==> src/rtl/inst_fetch_unit_if.sv <==
// ============================================================================
// Module   : inst_fetch_unit_if
// Brief    : Fetch-stage bus bundle: imem request/response, redirect, decode.
// Revision : 1.0 - initial release
// ============================================================================
`default_nettype none

interface inst_fetch_unit_if #(
    parameter int XLEN = 32
);
    logic            imem_req_valid;
    logic            imem_req_ready;
    logic [XLEN-1:0] imem_req_addr;
    logic            imem_resp_valid;
    logic [XLEN-1:0] imem_resp_data;
    logic            redirect_valid;
    logic [XLEN-1:0] redirect_pc;
    logic            if_valid;
    logic            if_ready;
    logic [XLEN-1:0] if_inst;
    logic [XLEN-1:0] if_pc;
    logic [31:0]     fetch_count;

    // master = fetch unit, slave = memory/decode/branch environment
    modport master (
        output imem_req_valid, imem_req_addr, if_valid, if_inst, if_pc, fetch_count,
        input  imem_req_ready, imem_resp_valid, imem_resp_data, redirect_valid,
               redirect_pc, if_ready
    );

    modport slave (
        input  imem_req_valid, imem_req_addr, if_valid, if_inst, if_pc, fetch_count,
        output imem_req_ready, imem_resp_valid, imem_resp_data, redirect_valid,
               redirect_pc, if_ready
    );
endinterface

`default_nettype wire

==> src/rtl/inst_fetch_unit.sv <==
// ============================================================================
// Module   : inst_fetch_unit
// Brief    : Sequential-PC instruction fetch with a reservation queue and
//            redirect flush. Optional macro IFU_FETCH_COUNT_EN enables the
//            delivered-instruction counter on fetch_count.
// Revision : 1.0 - initial release
// ============================================================================
`default_nettype none

module inst_fetch_unit #(
    parameter int              XLEN     = 32,
    parameter logic [XLEN-1:0] RESET_PC = '0,
    parameter int              DEPTH    = 2
) (
    input  wire logic         clk,
    input  wire logic         rst_n,
    inst_fetch_unit_if.master bus
);
    localparam int          AW      = $clog2(DEPTH);
    localparam int          PW      = AW + 1;
    localparam logic [PW:0] c_DEPTH = (PW+1)'(DEPTH);

    logic [XLEN-1:0]  r_pc   [DEPTH];
    logic [XLEN-1:0]  r_inst [DEPTH];
    logic [DEPTH-1:0] r_filled;
    logic [PW-1:0]    r_head;
    logic [PW-1:0]    r_tail;
    logic [PW-1:0]    r_fill;
    logic [PW-1:0]    r_drop;
    logic [XLEN-1:0]  r_fetch_pc;
    logic             r_started;

    logic [AW-1:0]    w_head_idx;
    logic [AW-1:0]    w_tail_idx;
    logic [AW-1:0]    w_fill_idx;
    logic [PW-1:0]    w_count;
    logic [PW-1:0]    w_pend;
    logic [PW:0]      w_credit_used;
    logic [PW:0]      w_redirect_drop;
    logic             w_if_valid;
    logic             w_deq;
    logic             w_req_valid;
    logic             w_req_fire;
    logic             w_resp_drop;
    logic             w_resp_fill;
    logic             w_resp_live;

    assign w_head_idx = r_head[AW-1:0];
    assign w_tail_idx = r_tail[AW-1:0];
    assign w_fill_idx = r_fill[AW-1:0];
    assign w_count    = r_tail - r_head;
    assign w_pend     = r_tail - r_fill;
    assign w_if_valid = r_filled[w_head_idx];
    assign w_deq      = w_if_valid & bus.if_ready;

    // A slot being dequeued this cycle is reusable now, so a full queue that
    // drains every cycle still issues every cycle.
    assign w_credit_used = {1'b0, w_count} - {{PW{1'b0}}, w_deq} + {1'b0, r_drop};
    assign w_req_valid   = r_started & (w_credit_used < c_DEPTH);
    assign w_req_fire    = w_req_valid & bus.imem_req_ready;

    assign w_resp_drop = bus.imem_resp_valid & (r_drop != '0);
    assign w_resp_fill = bus.imem_resp_valid & (r_drop == '0) & (w_pend != '0);
    assign w_resp_live = w_resp_drop | w_resp_fill;

    // Everything still owed by memory after this edge, all of it stale.
    assign w_redirect_drop = {1'b0, r_drop} + {1'b0, w_pend}
                           + {{PW{1'b0}}, w_req_fire} - {{PW{1'b0}}, w_resp_live};

    assign bus.imem_req_valid = w_req_valid;
    assign bus.imem_req_addr  = r_fetch_pc;
    assign bus.if_valid       = w_if_valid;
    assign bus.if_inst        = r_inst[w_head_idx];
    assign bus.if_pc          = r_pc[w_head_idx];

    always_ff @(posedge clk) begin
        if (!rst_n) begin
            r_head     <= '0;
            r_tail     <= '0;
            r_fill     <= '0;
            r_drop     <= '0;
            r_filled   <= '0;
            r_started  <= 1'b0;
            r_fetch_pc <= {RESET_PC[XLEN-1:2], 2'b00};
            for (int i = 0; i < DEPTH; i++) begin
                r_pc[i]   <= '0;
                r_inst[i] <= '0;
            end
        end else begin
            r_started <= 1'b1;
            if (bus.redirect_valid) begin
                r_head     <= '0;
                r_tail     <= '0;
                r_fill     <= '0;
                r_filled   <= '0;
                r_drop     <= w_redirect_drop[PW-1:0];
                r_fetch_pc <= {bus.redirect_pc[XLEN-1:2], 2'b00};
            end else begin
                if (w_req_fire) begin
                    r_pc[w_tail_idx] <= r_fetch_pc;
                    r_tail           <= r_tail + PW'(1);
                    r_fetch_pc       <= r_fetch_pc + XLEN'(4);
                end
                if (w_resp_drop) begin
                    r_drop <= r_drop - PW'(1);
                end
                // Fill slot is never the dequeued head: the head is filled, the fill slot is not.
                if (w_resp_fill) begin
                    r_inst[w_fill_idx]   <= bus.imem_resp_data;
                    r_filled[w_fill_idx] <= 1'b1;
                    r_fill               <= r_fill + PW'(1);
                end
                if (w_deq) begin
                    r_filled[w_head_idx] <= 1'b0;
                    r_head               <= r_head + PW'(1);
                end
            end
        end
    end

`ifdef IFU_FETCH_COUNT_EN
    logic [31:0] r_fetch_count;

    always_ff @(posedge clk) begin
        if (!rst_n) begin
            r_fetch_count <= '0;
        end else if (w_deq) begin
            r_fetch_count <= r_fetch_count + 32'd1;
        end
    end

    assign bus.fetch_count = r_fetch_count;
`else
    assign bus.fetch_count = '0;
`endif

endmodule

`default_nettype wire

==> src/flat_wrapper.sv <==
// flat-port wrapper written by rule: the top's interface ports become plain ports
module inst_fetch_unit_flat 
#(
    parameter int              XLEN     = 32,
    parameter logic [XLEN-1:0] RESET_PC = '0,
    parameter int              DEPTH    = 2
)
  (clk, rst_n, bus_imem_req_valid, bus_imem_req_addr, bus_if_valid, bus_if_inst, bus_if_pc, bus_fetch_count, bus_imem_req_ready, bus_imem_resp_valid, bus_imem_resp_data, bus_redirect_valid, bus_redirect_pc, bus_if_ready);
  inst_fetch_unit_if #(.XLEN(XLEN)) bus_i ();
  input  wire logic clk;
  input  wire logic rst_n;
  output wire logic [$bits(bus_i.imem_req_valid)-1:0] bus_imem_req_valid;
  output wire logic [$bits(bus_i.imem_req_addr)-1:0] bus_imem_req_addr;
  output wire logic [$bits(bus_i.if_valid)-1:0] bus_if_valid;
  output wire logic [$bits(bus_i.if_inst)-1:0] bus_if_inst;
  output wire logic [$bits(bus_i.if_pc)-1:0] bus_if_pc;
  output wire logic [$bits(bus_i.fetch_count)-1:0] bus_fetch_count;
  input wire logic [$bits(bus_i.imem_req_ready)-1:0] bus_imem_req_ready;
  input wire logic [$bits(bus_i.imem_resp_valid)-1:0] bus_imem_resp_valid;
  input wire logic [$bits(bus_i.imem_resp_data)-1:0] bus_imem_resp_data;
  input wire logic [$bits(bus_i.redirect_valid)-1:0] bus_redirect_valid;
  input wire logic [$bits(bus_i.redirect_pc)-1:0] bus_redirect_pc;
  input wire logic [$bits(bus_i.if_ready)-1:0] bus_if_ready;
  assign bus_imem_req_valid = bus_i.imem_req_valid;
  assign bus_imem_req_addr = bus_i.imem_req_addr;
  assign bus_if_valid = bus_i.if_valid;
  assign bus_if_inst = bus_i.if_inst;
  assign bus_if_pc = bus_i.if_pc;
  assign bus_fetch_count = bus_i.fetch_count;
  assign bus_i.imem_req_ready = bus_imem_req_ready;
  assign bus_i.imem_resp_valid = bus_imem_resp_valid;
  assign bus_i.imem_resp_data = bus_imem_resp_data;
  assign bus_i.redirect_valid = bus_redirect_valid;
  assign bus_i.redirect_pc = bus_redirect_pc;
  assign bus_i.if_ready = bus_if_ready;
  inst_fetch_unit #(.XLEN(XLEN), .RESET_PC(RESET_PC), .DEPTH(DEPTH)) u_core (.clk(clk), .rst_n(rst_n), .bus(bus_i));
endmodule
==> config.mk <==
export PLATFORM = sky130hd
export DESIGN_NAME = inst_fetch_unit_flat
export DESIGN_NICKNAME = d
export VERILOG_FILES = /design/src/rtl/inst_fetch_unit_if.sv /design/src/rtl/inst_fetch_unit.sv /design/src/flat_wrapper.sv
export SDC_FILE = /design/constraint.sdc
export NUM_CORES = 1
export LEC_CHECK = 0
export ABC_CLOCK_PERIOD_IN_PS = 8300
export CAP_MARGIN = 20
export CORE_MARGIN = 10
export CORE_UTILIZATION = 30
export DETAILED_ROUTE_END_ITERATION = 6
export DONT_BUFFER_PORTS = 1
export SLEW_MARGIN = 10
export SYNTH_ARGS = -nofsm -noshare
export SYNTH_HDL_FRONTEND = slang
export SYNTH_SLANG_ARGS = --single-unit
==> constraint.sdc <==
create_clock -name clk -period 8.3 [get_ports clk]
set_input_delay 1.245 -clock clk [delete_from_list [all_inputs] [get_ports clk]]
set_output_delay 1.245 -clock clk [all_outputs]
set_load 0.05 [all_outputs]
# == After elaboration in Yosys (flattened, before gate mapping) ==
# Memories as Yosys holds them, arrays and structs flattened. A register that Yosys moved wholly into a read port is not among the register bits.
# Index checks and enable logic that the tools add are counted.
# word_totals
regBits,43
latch_bits,0
ram_bits,128
romBits,0
elab_cells,82
memories,2
# mem_list
memory,words,word_bits,rd,rd_ports_with_merged_regs,write_ports,line,source
u_core.r_inst,2,32,1,1,2,inst_fetch_unit.sv:24,logic [XLEN-1:0] r_inst [DEPTH];
u_core.r_pc,2,32,1,1,2,inst_fetch_unit.sv:23,logic [XLEN-1:0] r_pc [DEPTH];
# classes
addsub,12
n_mul,0
n_div,0
order_cmp,5
n_eq_ne,0
shift,0
muxes,34
bitwise_logic,11
n_reduce_logical,10
# ops
operator,count
32-bit two-way mux,4
32-bit OR reduction,2
32-bit by 3-bit adder with 32-bit output (second input constant),1
1-bit two-way mux,22
2-bit two-way mux,6
2-bit nonzero test,4
2-bit by 1-bit adder with 2-bit output (second input constant),3
1-bit AND,6
1-bit by 2-bit less-than comparator with 1-bit output (second input constant),2
2-bit subtractor,2
3-bit by 2-bit adder with 3-bit output,1
3-bit by 2-bit less-than comparator with 1-bit output (second input constant),1
2-bit by 1-bit subtractor with 3-bit output,1
2-bit by 1-bit adder with 2-bit output,1
2-bit adder,1
2-bit AND,1
1-bit demux with 1-bit select,2
1-bit greater-or-equal comparator (second input constant),2
1-bit logical AND,2
2-bit zero test,1
2-bit NOT,1
2-bit bitwise OR,1
2-bit OR reduction,1
2-bit by 1-bit subtractor with 2-bit output,1
3 further kinds,3

# == Longest topological paths before layout ==
# Gate-level depths: netlist of run 1.
# logic_depth
depth_word,14
ltp_mapped,16
mapped_depth_nobuf,14

# == Least setup slack after synthesis of run 1 ==
# Ideal clock, no wire load.
# synth_path
path_type,register to register
startpoint,register u_core.r_tail[0]
endpoint,"memory u_core.r_pc[0][10], enable pin"
setup_ns,0.459
t_arrival_ns,4.915
t_required_ns,7.841
setup_slack_ns,2.925
path_stages_with_launch,12
synth_period_minus_slack_ns,5.375
cell_sequence,dfxtp_1 inv_1 clkbuf_1 ha_1 xor2_1 xnor2_1 ha_1 fa_1 and3_1 clkbuf_1 nand3_1 o21ai_0
# synth_rtl
item,line,source
from (decl),inst_fetch_unit.sv:27,logic [PW-1:0] r_tail;
from (signal assigned),inst_fetch_unit.sv:101,r_tail <= r_tail + PW'(1);
to (decl),inst_fetch_unit.sv:23,

# == Final worst setup path of run 1 ==
# layout_path
startpoint,register u_core.r_tail[0]
endpoint,output port bus_imem_req_valid
# layout_via
elab_chain_cells,5
# layout_rtl
item,line,source
2-bit subtractor,inst_fetch_unit.sv:51,assign w_count = r_tail - r_head;
2-bit by 1-bit subtractor with 3-bit output,inst_fetch_unit.sv:58,"assign w_credit_used = {1'b0, w_count} - {{PW{1'b0}}, w_deq} + {1'b0, r_drop};"
3-bit by 2-bit adder with 3-bit output,inst_fetch_unit.sv:58,
3-bit by 2-bit less-than comparator with 1-bit output,inst_fetch_unit.sv:59,assign w_req_valid = r_started & (w_credit_used < c_DEPTH);
1-bit AND,inst_fetch_unit.sv:59,
to (decl),flat_wrapper.sv:12,output wire logic [$bits(bus_i.imem_req_valid)-1:0] bus_imem_req_valid;
# No other way between the ends.

==> results of run 1 <==
[kinds of logic (layout without fill, tap and decap cells)]
family,Yosys count,count (layout)
buf+inv,99,53
xor+xnor,16,16
mux,63,63
compound gates,92,92
flops,166,166
fa+ha+maj,8,8
simple gates,262,262
other cells,1,38
[power breakdown]
group	internal (W)	switching (W)	total (W)
logic	0.0000601	0.000192	0.000253
clock network	0.000451	0.000343	0.000794
registers	0.000928	0.0000751	0.00100
[routing by layer]
| metal | wire length, µm | vias to the layer above | track usage |
|---|---|---|---|
| met2 | 10900 | 201 | 0.205 |
| met3 | 1550 | 21 | 0.0411 |
| li1 | - | 2545 | - |
| met1 | 9530 | 2664 | 0.155 |
| met4 | 453 | 2 | 0.0461 |
| met5 | 12 | - | 0 |
[area by class of cell]
cell class / instances / area share
timing repair buffer: 12 / 0.0122
inverter: 9 / 0.00373
multi-input combinational: 477 / 0.367
clock buffer: 17 / 0.0470
antenna: 2 / 0.000553
sequential: 166 / 0.504
clock inverter: 15 / 0.0185
tap: 341 / 0.0471
[critical path, delay by kind of cell (launching register included)]
kind	cells	cell delay (ns)
simple gates	1	0.64
flops	1	1.02
buf+inv	1	0.16
fa+ha+maj	3	1.02
xor+xnor	3	0.96
[per-stage QoR]
step	utilization	area, µm²
after floorplan	-	8380
after global placement	0.312	8430
after detailed placement	0.312	8430
after CTS	0.334	9020
after global routing	0.335	9050
final	0.335	9050
[path summary, 6_finish.rpt]
kind / start / to
worst max-delay path: u_core.r_tail[0]$_SDFFE_PP0P_ / bus_imem_req_valid
worst min-delay path: u_core.r_filled[0]$_SDFF_PP0_ / u_core.r_filled[0]$_SDFF_PP0_
worst max register to register: u_core.r_tail[0]$_SDFFE_PP0P_ / u_core.r_pc[0][12]$_SDFFCE_PN0P_
worst min register to register: u_core.r_filled[0]$_SDFF_PP0_ / u_core.r_filled[0]$_SDFF_PP0_
[state kept, by name, summed over array words and instances, names as in the netlist, named ones only]
signal,count
u_core.r_inst,64
u_core.r_pc,60
u_core.bus.imem_req_addr,30
u_core.r_drop,2
u_core.r_fill,2
u_core.r_filled,2
u_core.r_head,2
u_core.r_tail,2
u_core.r_started,1
[placed cells by master, fill, tap and decap left out, types with 6 or more instances in the layout]
master / Yosys / final
nor3_1: 13 / 12
buf_4: 36 / 11
nor4b_1: 6 / 6
a211oi_1: 6 / 6
dfxtp_1: 42 / 41
nand4_1: 13 / 13
or4_1: 6 / 6
edfxtp_1: 124 / 124
a21oi_1: 9 / 8
inv_1: 9 / 9
nor2_1: 14 / 13
mux2_2: 63 / 63
o211a_1: 6 / 6
nor4_1: 10 / 10
xnor2_1: 9 / 9
and4_1: 6 / 6
nand2b_1: 10 / 10
o311a_1: 7 / 7
and2_1: 33 / 33
o21ai_0: 42 / 40
and3_1: 94 / 94
nand2_1: 26 / 26
a211o_1: 6 / 6
clkbuf_16: 0 / 17
nand3_1: 17 / 17
a31oi_1: 8 / 8
ha_1: 6 / 6
conb_1: 1 / 36
==> impl_metrics.env, run 1 <==
export IMPL_status="finished clean"
export IMPL_grt_usage=0.127
export IMPL_fmax_ghz=0.182
export IMPL_rsz0062_at_grt="no"
export IMPL_fillers=2656
export IMPL_die_area_mm2=0.0345
export IMPL_synth_mux_area_frac=0.0860
export IMPL_h_tree_depth=4
export IMPL_drtAntennaViolNets=0
export IMPL_start_util=0.305
export IMPL_dp_slack_ns=3.26
export IMPL_required_ns=7.05
export IMPL_antenna_found_initial=2
export IMPL_synth_top_family_by_area="simple AND/OR/NAND/NOR gates"
export IMPL_ys_top_cells_by_count="edfxtp_1 (124), and3_1 (94), mux2_2 (63)"
export IMPL_area_delta_synth_final_pct=9.75
export IMPL_p_per_area_mw_per_mm2=226
export IMPL_synthSimpleGateAreaFrac=0.191
export IMPL_path_class="reg2out"
export IMPL_synthArstFlopShare=0
export IMPL_tns_ns=0
export IMPL_grt_pass1_wl_mm=32.9
export IMPL_netlist_top_cells_area="edfxtp_1 (45%), dfxtp_1 (10%), mux2_2 (8.6%)"
export IMPL_fin_crit_ns=5.48
export IMPL_cts_hold_buffers=0
export IMPL_num_vias=5433
export IMPL_dp_cells=1004
export IMPL_synth_xor_area_frac=0.0203
export IMPL_synth_top_cell_area_share=0.451
export IMPL_final_hold_violation_count=0
export IMPL_clock_skew_ns=0.0149
export IMPL_hold_path_class="reg2reg"
export IMPL_clock_sinks=166
export IMPL_fin_cells=1039
export IMPL_final_nets=761
export IMPL_cp_end_kind="primary output"
export IMPL_rows=60
export IMPL_cp_slowest_stage_delay_ns=1.02
export IMPL_grt_pass1_vias=5391
export IMPL_gp_congestion=0.793
export IMPL_synth_avg_cell_area_um2=11.7
export IMPL_core_mm2=0.0270
export IMPL_cts_clk_slew_worst_paths_ns=0.06
export IMPL_synthDistinctLibCells=47
export IMPL_cts_tree="built"
export IMPL_crit_path_start_kind="flip-flop"
export IMPL_synth_edf_count=124
export IMPL_grt_max_degree=63
export IMPL_root_buffer="clkbuf_16"
export IMPL_dp_hpwl_mm=15.3
export IMPL_die_x_um=186
export IMPL_slew_headroom=0.289
export IMPL_multi_input_area_mm2=0.00332
export IMPL_drt_first_pass_iters=4
export IMPL_total_power_w=0.00205
export IMPL_critPathMaxFanout=32
export IMPL_drc=0
export IMPL_yosysTopAreaCell="edfxtp_1"
export IMPL_drive_gt1_frac=0.168
export IMPL_min_path_cells=1
export IMPL_synthAdderAreaFrac=0.0140
export IMPL_cts_resized=0
export IMPL_worstSkewPairLatency_ns=0.43
export IMPL_worst_pin_slew_ns=1.06
export IMPL_postCtsSetupBuffers=0
export IMPL_grt_overflow_total=0
export IMPL_seq_area_mm2=0.00457
export IMPL_cts_buffer_depth=2
export IMPL_holdWs_ns=0.510
export IMPL_fin_ws_ns=2.82
export IMPL_synth_flop_cell="edfxtp_1"
export IMPL_wl_per_cell_um=21.6
export IMPL_ios=200
export IMPL_cp_arrival_ns=4.23
export IMPL_cts_buffers=17
export IMPL_synth_warning_count=0
export IMPL_die_h_um=186
export IMPL_rrSetupSlack_ns=3.62
export IMPL_irDropWorstVdd_mv=0.124
export IMPL_synth_seq_cells=166
export IMPL_syn_area_mm2=0.00825
export IMPL_synthCells=707
export IMPL_synth_compound_area_frac=0.0723
export IMPL_rr_worst_depth=10
export IMPL_vias_per_cell=5.23
export IMPL_crit_slowest_cell="dfxtp_1"
export IMPL_setup_viol=0
export IMPL_power_leakage_nw=3.59
export IMPL_drt_iter0_drc=374
export IMPL_drt_total_wl_mm=22.5
export IMPL_seq_area_frac_synth=0.553
export IMPL_portBuffers=0
export IMPL_yosysMostFrequentCell="edfxtp_1"
export IMPL_post_route_period_util=0.660
export IMPL_drv_cap=0
export IMPL_timing_critical_path_cells="inv_1 > ha_1 > xor2_1 > xnor2_1 > ha_1 > fa_1 > xor2_1 > and3_1"
export IMPL_slew_violations=0
(Power assumes the default switching activity.)
==> run 2, diff against run 1 <==
--- a/config.mk
+++ b/config.mk
@@ -5,7 +5,7 @@
 export SDC_FILE = /design/constraint.sdc
 export NUM_CORES = 1
 export LEC_CHECK = 0
-export ABC_CLOCK_PERIOD_IN_PS = 8300
+export ABC_CLOCK_PERIOD_IN_PS = 5600
 export CAP_MARGIN = 20
 export CORE_MARGIN = 10
 export CORE_UTILIZATION = 30
==> constraint.sdc (replaced) <==
create_clock -name clk -period 5.6 [get_ports clk]
set_input_delay 0.84 -clock clk [delete_from_list [all_inputs] [get_ports clk]]
set_output_delay 0.84 -clock clk [all_outputs]
set_load 0.05 [all_outputs]
==> run 2 against run 1 <==
Total power is 48% higher. Via count is 2.9% lower. Sequential share of layout area is 0.077 points lower. Core utilization is 0.051 points higher. Clock skew is 0.0030 ns higher. Sequential power is 48% higher. Register-to-register slack worse by 1.9 ns. Sequential cell count stayed put. Clock-buffer cell count is 4 higher. Clock power is 47% higher. Critical endpoint unchanged. Largest power group unchanged.
==> impl_metrics.env, run 2 (synthesized netlist as in run 1, its figures left out) <==
export IMPL_status="finished clean"
export IMPL_fmax_ghz=0.241
export IMPL_rows=60
export IMPL_core_mm2=0.0270
export IMPL_postCtsSetupBuffers=0
export IMPL_final_hold_violation_count=0
export IMPL_post_route_util=0.336
export IMPL_drt_iter0_drc=331
export IMPL_holdWs_ns=0.441
export IMPL_cts_buffers=17
export IMPL_power_share_sequential=0.489
export IMPL_drt_first_pass_iters=4
export IMPL_slew_violations=0
export IMPL_dp_hpwl_mm=15.1
export IMPL_antenna_found_initial=3
export IMPL_cts_hold_buffers=0
export IMPL_irDropWorstVdd_mv=0.218
export IMPL_cp_end_kind="primary output"
export IMPL_crit_slowest_cell="and3_1"
export IMPL_cp_slowest_stage_delay_ns=0.55
export IMPL_root_buffer="clkbuf_16"
export IMPL_total_power_w=0.00303
export IMPL_final_common_cell="edfxtp_1"
export IMPL_rsz0062_at_grt="no"
export IMPL_crit_path_start_kind="flip-flop"
export IMPL_p_clk_frac=0.386
export IMPL_wl_per_cell_um=21.3
export IMPL_swShare=0.293
export IMPL_worst_pin_slew_ns=0.910
export IMPL_drv_cap=0
export IMPL_ios=200
export IMPL_cp_num_buf_inv=3
export IMPL_grt_usage=0.126
export IMPL_fin_cells=1041
export IMPL_power_switching_w=0.000889
export IMPL_path_class="reg2out"
export IMPL_drt_total_wl_mm=22.1
export IMPL_die_h_um=186
export IMPL_m1WireLength_mm=8.94
export IMPL_drtAntennaViolNets=0
export IMPL_p_int_w=0.00214
export IMPL_cts_resized=0
export IMPL_min_path_cells=0
export IMPL_fin_crit_ns=4.15
export IMPL_portBuffers=0
export IMPL_critPathMaxFanout=32
export IMPL_num_vias=5276
export IMPL_dp_cells=1006
export IMPL_cp_arrival_ns=3.31
export IMPL_gp_congestion=0.788
export IMPL_setup_viol=0
export IMPL_hold_path_class="in2reg"
export IMPL_grt_max_degree=61
export IMPL_p_per_area_mw_per_mm2=334
export IMPL_cp_depth=10
export IMPL_cts_buffer_depth=2
export IMPL_grt_pass1_wl_mm=32.8
export IMPL_timing_critical_path_cells="buf_4 > inv_1 > ha_1 > xor2_1 > xnor2_1 > ha_1 > fa_1 > xor2_1 > buf_4 > and3_1"
export IMPL_die_area_mm2=0.0345
export IMPL_clock_skew_ns=0.0179
export IMPL_power_share_combinational=0.126
export IMPL_power_leakage_nw=3.60
export IMPL_required_ns=4.76
export IMPL_wl_met3_mm=1.77
export IMPL_drive_gt1_frac=0.168
export IMPL_worstSkewPairLatency_ns=0.43
export IMPL_top_register="u_core.r_inst"
export IMPL_tns_ns=0
export IMPL_clock_sinks=166
export IMPL_final_nets=763
export IMPL_cts_clk_slew_worst_paths_ns=0.07
export IMPL_die_x_um=186
export IMPL_final_cell_mix="edfxtp_1 (124), and3_1 (94), mux2_2 (63)"
export IMPL_slew_headroom=0.392
export IMPL_grt_pass1_vias=5366
export IMPL_area_delta_synth_final_pct=9.92
export IMPL_drc=0
export IMPL_post_route_period_util=0.741
export IMPL_cts_tree="built"
export IMPL_rr_worst_depth=15
export IMPL_top_layer="met5"
export IMPL_start_util=0.305
export IMPL_h_tree_depth=4
export IMPL_vias_per_cell=5.07
export IMPL_cp_top_family="adder cells"
export IMPL_grt_overflow_total=0
export IMPL_largest_reg_flops=64
export IMPL_dr_wl_met2_mm=10.9
## run 2: cell count changes in the layout (fill, tap and decap cells not counted), sizes merged
cell	change
buf	+2
bufinv	-1
clkbuf	+4
clkinv	-3
clkinvlp	-1
inv	+1
## run 2: area by class of cell
type | count | area [µm²]
antenna | 2 | 5.00
clock buffer | 21 | 483
clock inverter | 11 | 109
fill | 2648 | 18000
inverter | 9 | 33.8
multi-input combinational | 477 | 3320
sequential | 166 | 4570
tap | 341 | 427
timing repair buffer | 14 | 125
## run 2: metrics by stage
stage / area (µm²) / setup slack [ns]
after floorplan: 8380 / 0.225
after global placement: 8440 / 1.70
after detailed placement: 8440 / 1.69
after CTS: 9030 / 1.42
after global routing: 9070 / 1.17
final: 9070 / 1.45
## run 2: power groups by stage
stage                     Combinational (W)  Clock, W  Sequential (W)
after floorplan                    0.000339         0         0.00148
after global placement             0.000377         0         0.00151
after detailed placement           0.000380         0         0.00151
after CTS                          0.000381   0.00119         0.00148
after global routing               0.000414   0.00124         0.00149
final                              0.000381   0.00117         0.00148
## run 2: final timing paths
kind / slack (ns) / end / start
worst min register to register: 0.52 / u_core.r_filled[0]$_SDFF_PP0_ / u_core.r_filled[0]$_SDFF_PP0_
worst min-delay path: 0.44 / u_core.r_started$_DFF_P_ / rst_n
worst max register to register: 1.68 / u_core.r_drop[1]$_SDFFE_PN0P_ / u_core.r_tail[0]$_SDFFE_PP0P_
worst max-delay path: 1.45 / bus_imem_req_valid / u_core.r_tail[0]$_SDFFE_PP0P_
## run 2: routing by layer
layer  vias up  track usage
li1       2540            -
met1      2565        0.150
met2       145        0.207
met3        24       0.0431
met4         2       0.0455
met5         -            0
==> run 3, diff against run 2 <==
--- a/config.mk
+++ b/config.mk
@@ -5,7 +5,7 @@
 export SDC_FILE = /design/constraint.sdc
 export NUM_CORES = 1
 export LEC_CHECK = 0
-export ABC_CLOCK_PERIOD_IN_PS = 5600
+export ABC_CLOCK_PERIOD_IN_PS = 4300
 export CAP_MARGIN = 20
 export CORE_MARGIN = 10
 export CORE_UTILIZATION = 30
==> constraint.sdc (replaced) <==
create_clock -name clk -period 4.3 [get_ports clk]
set_input_delay 0.645 -clock clk [delete_from_list [all_inputs] [get_ports clk]]
set_output_delay 0.645 -clock clk [all_outputs]
set_load 0.05 [all_outputs]
==> run 3 against run 2 <==
Hold slack lost 0.19 ns. Total power grew 33%. Via count grew 2.5%. Sequential cell count is the same. Critical path depth grew 2. Routed wire length grew 0.58%. Sequential power grew 28%. Critical path type is now reg2reg. Largest cell class unchanged.
==> impl_metrics.env, run 3 (synthesized netlist as in run 1, its figures left out) <==
export IMPL_status="finished clean"
export IMPL_drtAntennaViolNets=0
export IMPL_cp_end_kind="flip-flop"
export IMPL_required_ns=4.62
export IMPL_grt_usage=0.128
export IMPL_fillers=2663
export IMPL_final_common_cell="edfxtp_1"
export IMPL_portBuffers=0
export IMPL_cts_clk_slew_worst_paths_ns=0.07
export IMPL_rows=60
export IMPL_final_cell_mix="edfxtp_1 (124), and3_1 (94), mux2_2 (63)"
export IMPL_crit_slowest_cell="mux2_2"
export IMPL_ios=200
export IMPL_dp_hpwl_mm=15.6
export IMPL_drv_cap=0
export IMPL_grt_overflow_total=0
export IMPL_design_area_mm2=0.00918
export IMPL_cp_arrival_ns=3.92
export IMPL_area_delta_synth_final_pct=11.2
export IMPL_worstSetupStartpoint="u_core.r_head[0]$_SDFFE_PP0P_"
export IMPL_power_leakage_nw=3.66
export IMPL_seq_area_mm2=0.00457
export IMPL_cts_buffer_depth=2
export IMPL_grt_pass1_wl_mm=33.1
export IMPL_cp_slowest_stage_delay_ns=0.51
export IMPL_drive_gt1_frac=0.181
export IMPL_post_route_period_util=0.838
export IMPL_setup_viol=0
export IMPL_rsz0062_at_grt="no"
export IMPL_drt_iter0_drc=322
export IMPL_p_per_area_mw_per_mm2=440
export IMPL_drt_first_pass_iters=4
export IMPL_grt_max_degree=60
export IMPL_h_tree_depth=4
export IMPL_fin_crit_ns=3.60
export IMPL_irDropWorstVdd_mv=0.256
export IMPL_multi_input_area_mm2=0.00332
export IMPL_cts_buffers=17
export IMPL_die_h_um=186
export IMPL_vias_per_cell=5.16
export IMPL_core_mm2=0.0270
export IMPL_largest_reg_flops=64
export IMPL_top_register="u_core.r_inst"
export IMPL_slew_headroom=0.392
export IMPL_num_vias=5410
export IMPL_crit_path_start_kind="flip-flop"
export IMPL_drc=0
export IMPL_holdWs_ns=0.251
export IMPL_cts_resized=0
export IMPL_root_buffer="clkbuf_16"
export IMPL_postPlaceCellArea_mm2=0.00853
export IMPL_drt_total_wl_mm=22.3
export IMPL_worstSkewPairLatency_ns=0.42
export IMPL_critPathMaxFanout=6
export IMPL_clock_skew_ns=0.0179
export IMPL_path_class="reg2reg"
export IMPL_grt_pass1_vias=5318
export IMPL_final_hold_violation_count=0
export IMPL_die_area_mm2=0.0345
export IMPL_cts_tree="built"
export IMPL_die_x_um=186
export IMPL_r2r_start="u_core.r_head[0]$_SDFFE_PP0P_"
export IMPL_timing_critical_path_cells="mux2_2 > and3_1 > o21bai_1 > fa_1 > and3_1 > nand2_1 > inv_1 > fa_1 > xnor3_1 > xnor2_1 > nand2_1 > o211a_1"
export IMPL_worstHoldStart="rst_n"
export IMPL_slew_violations=0
export IMPL_clock_sinks=166
export IMPL_gp_congestion=0.814
export IMPL_wl_per_cell_um=21.2
export IMPL_worst_pin_slew_ns=0.911
export IMPL_cts_hold_buffers=0
export IMPL_cp_top_family="adder cells"
export IMPL_n_antenna_cell=0
export IMPL_final_nets=773
export IMPL_start_util=0.305
export IMPL_hold_path_class="in2reg"
export IMPL_cp_num_buf_inv=1
export IMPL_antenna_found_initial=1
export IMPL_postCtsSetupBuffers=0
export IMPL_fmax_ghz=0.278
-- run 3: cell count changes in the layout (fill, tap and decap cells not counted), sizes merged --
| cell | previous run | this run |
|---|---|---|
| clkinv | 2 | 3 |
| diode | 2 | 0 |
| buf | 14 | 24 |
| bufinv | 1 | 3 |
| clkbuf | 21 | 18 |
-- run 3: stage by stage --
step / std cells / worst slack [ns] / TNS (ns) / util / total power, W
3_3_place_gp: 1016 / 0.697 / 0 / 0.316 / 0.00247
2_1_floorplan: 742 / -0.275 / -16.51 / - / 0.00237
4_1_cts: 1048 / 0.680 / 0 / 0.338 / 0.00407
5_1_grt: 1049 / 0.495 / 0 / 0.339 / 0.00419
6_report: 1049 / 0.698 / 0 / 0.339 / 0.00404
3_5_place_dp: 1016 / 0.703 / 0 / 0.316 / 0.00248
-- run 3: report_power, final --
group | internal (W) | switching, W | leakage, nW
registers | 0.00179 | 0.000111 | 1.63
logic | 0.000139 | 0.000409 | 1.74
clock network | 0.000933 | 0.000657 | 0.299
total | 0.00286 | 0.00118 | 3.66
-- run 3: worst paths after layout --
path	endpoint	cells after the start	slack, ns
max	u_core.r_drop[1]$_SDFFE_PN0P_	12	0.70
min	u_core.r_started$_DFF_P_	0	0.25
max reg2reg	u_core.r_drop[1]$_SDFFE_PN0P_	12	0.70
min reg2reg	u_core.r_filled[0]$_SDFF_PP0_	1	0.53
-- run 3: area by class of cell --
class                   count  area share
well taps                 341      0.0465
repair buffers             24      0.0232
inverters                   9     0.00368
flip-flops and latches    166       0.498
multi-input cells         477       0.362
clock inverters            14      0.0205
clock buffers              18      0.0468
-- run 3: layer usage --
layer  track usage  up-vias  part of all wire
met5             0        -           0.00031
met1         0.160     2627              0.42
li1              -     2566                 -
met2         0.201      192              0.49
met3        0.0445       23             0.070
met4        0.0393        2             0.019
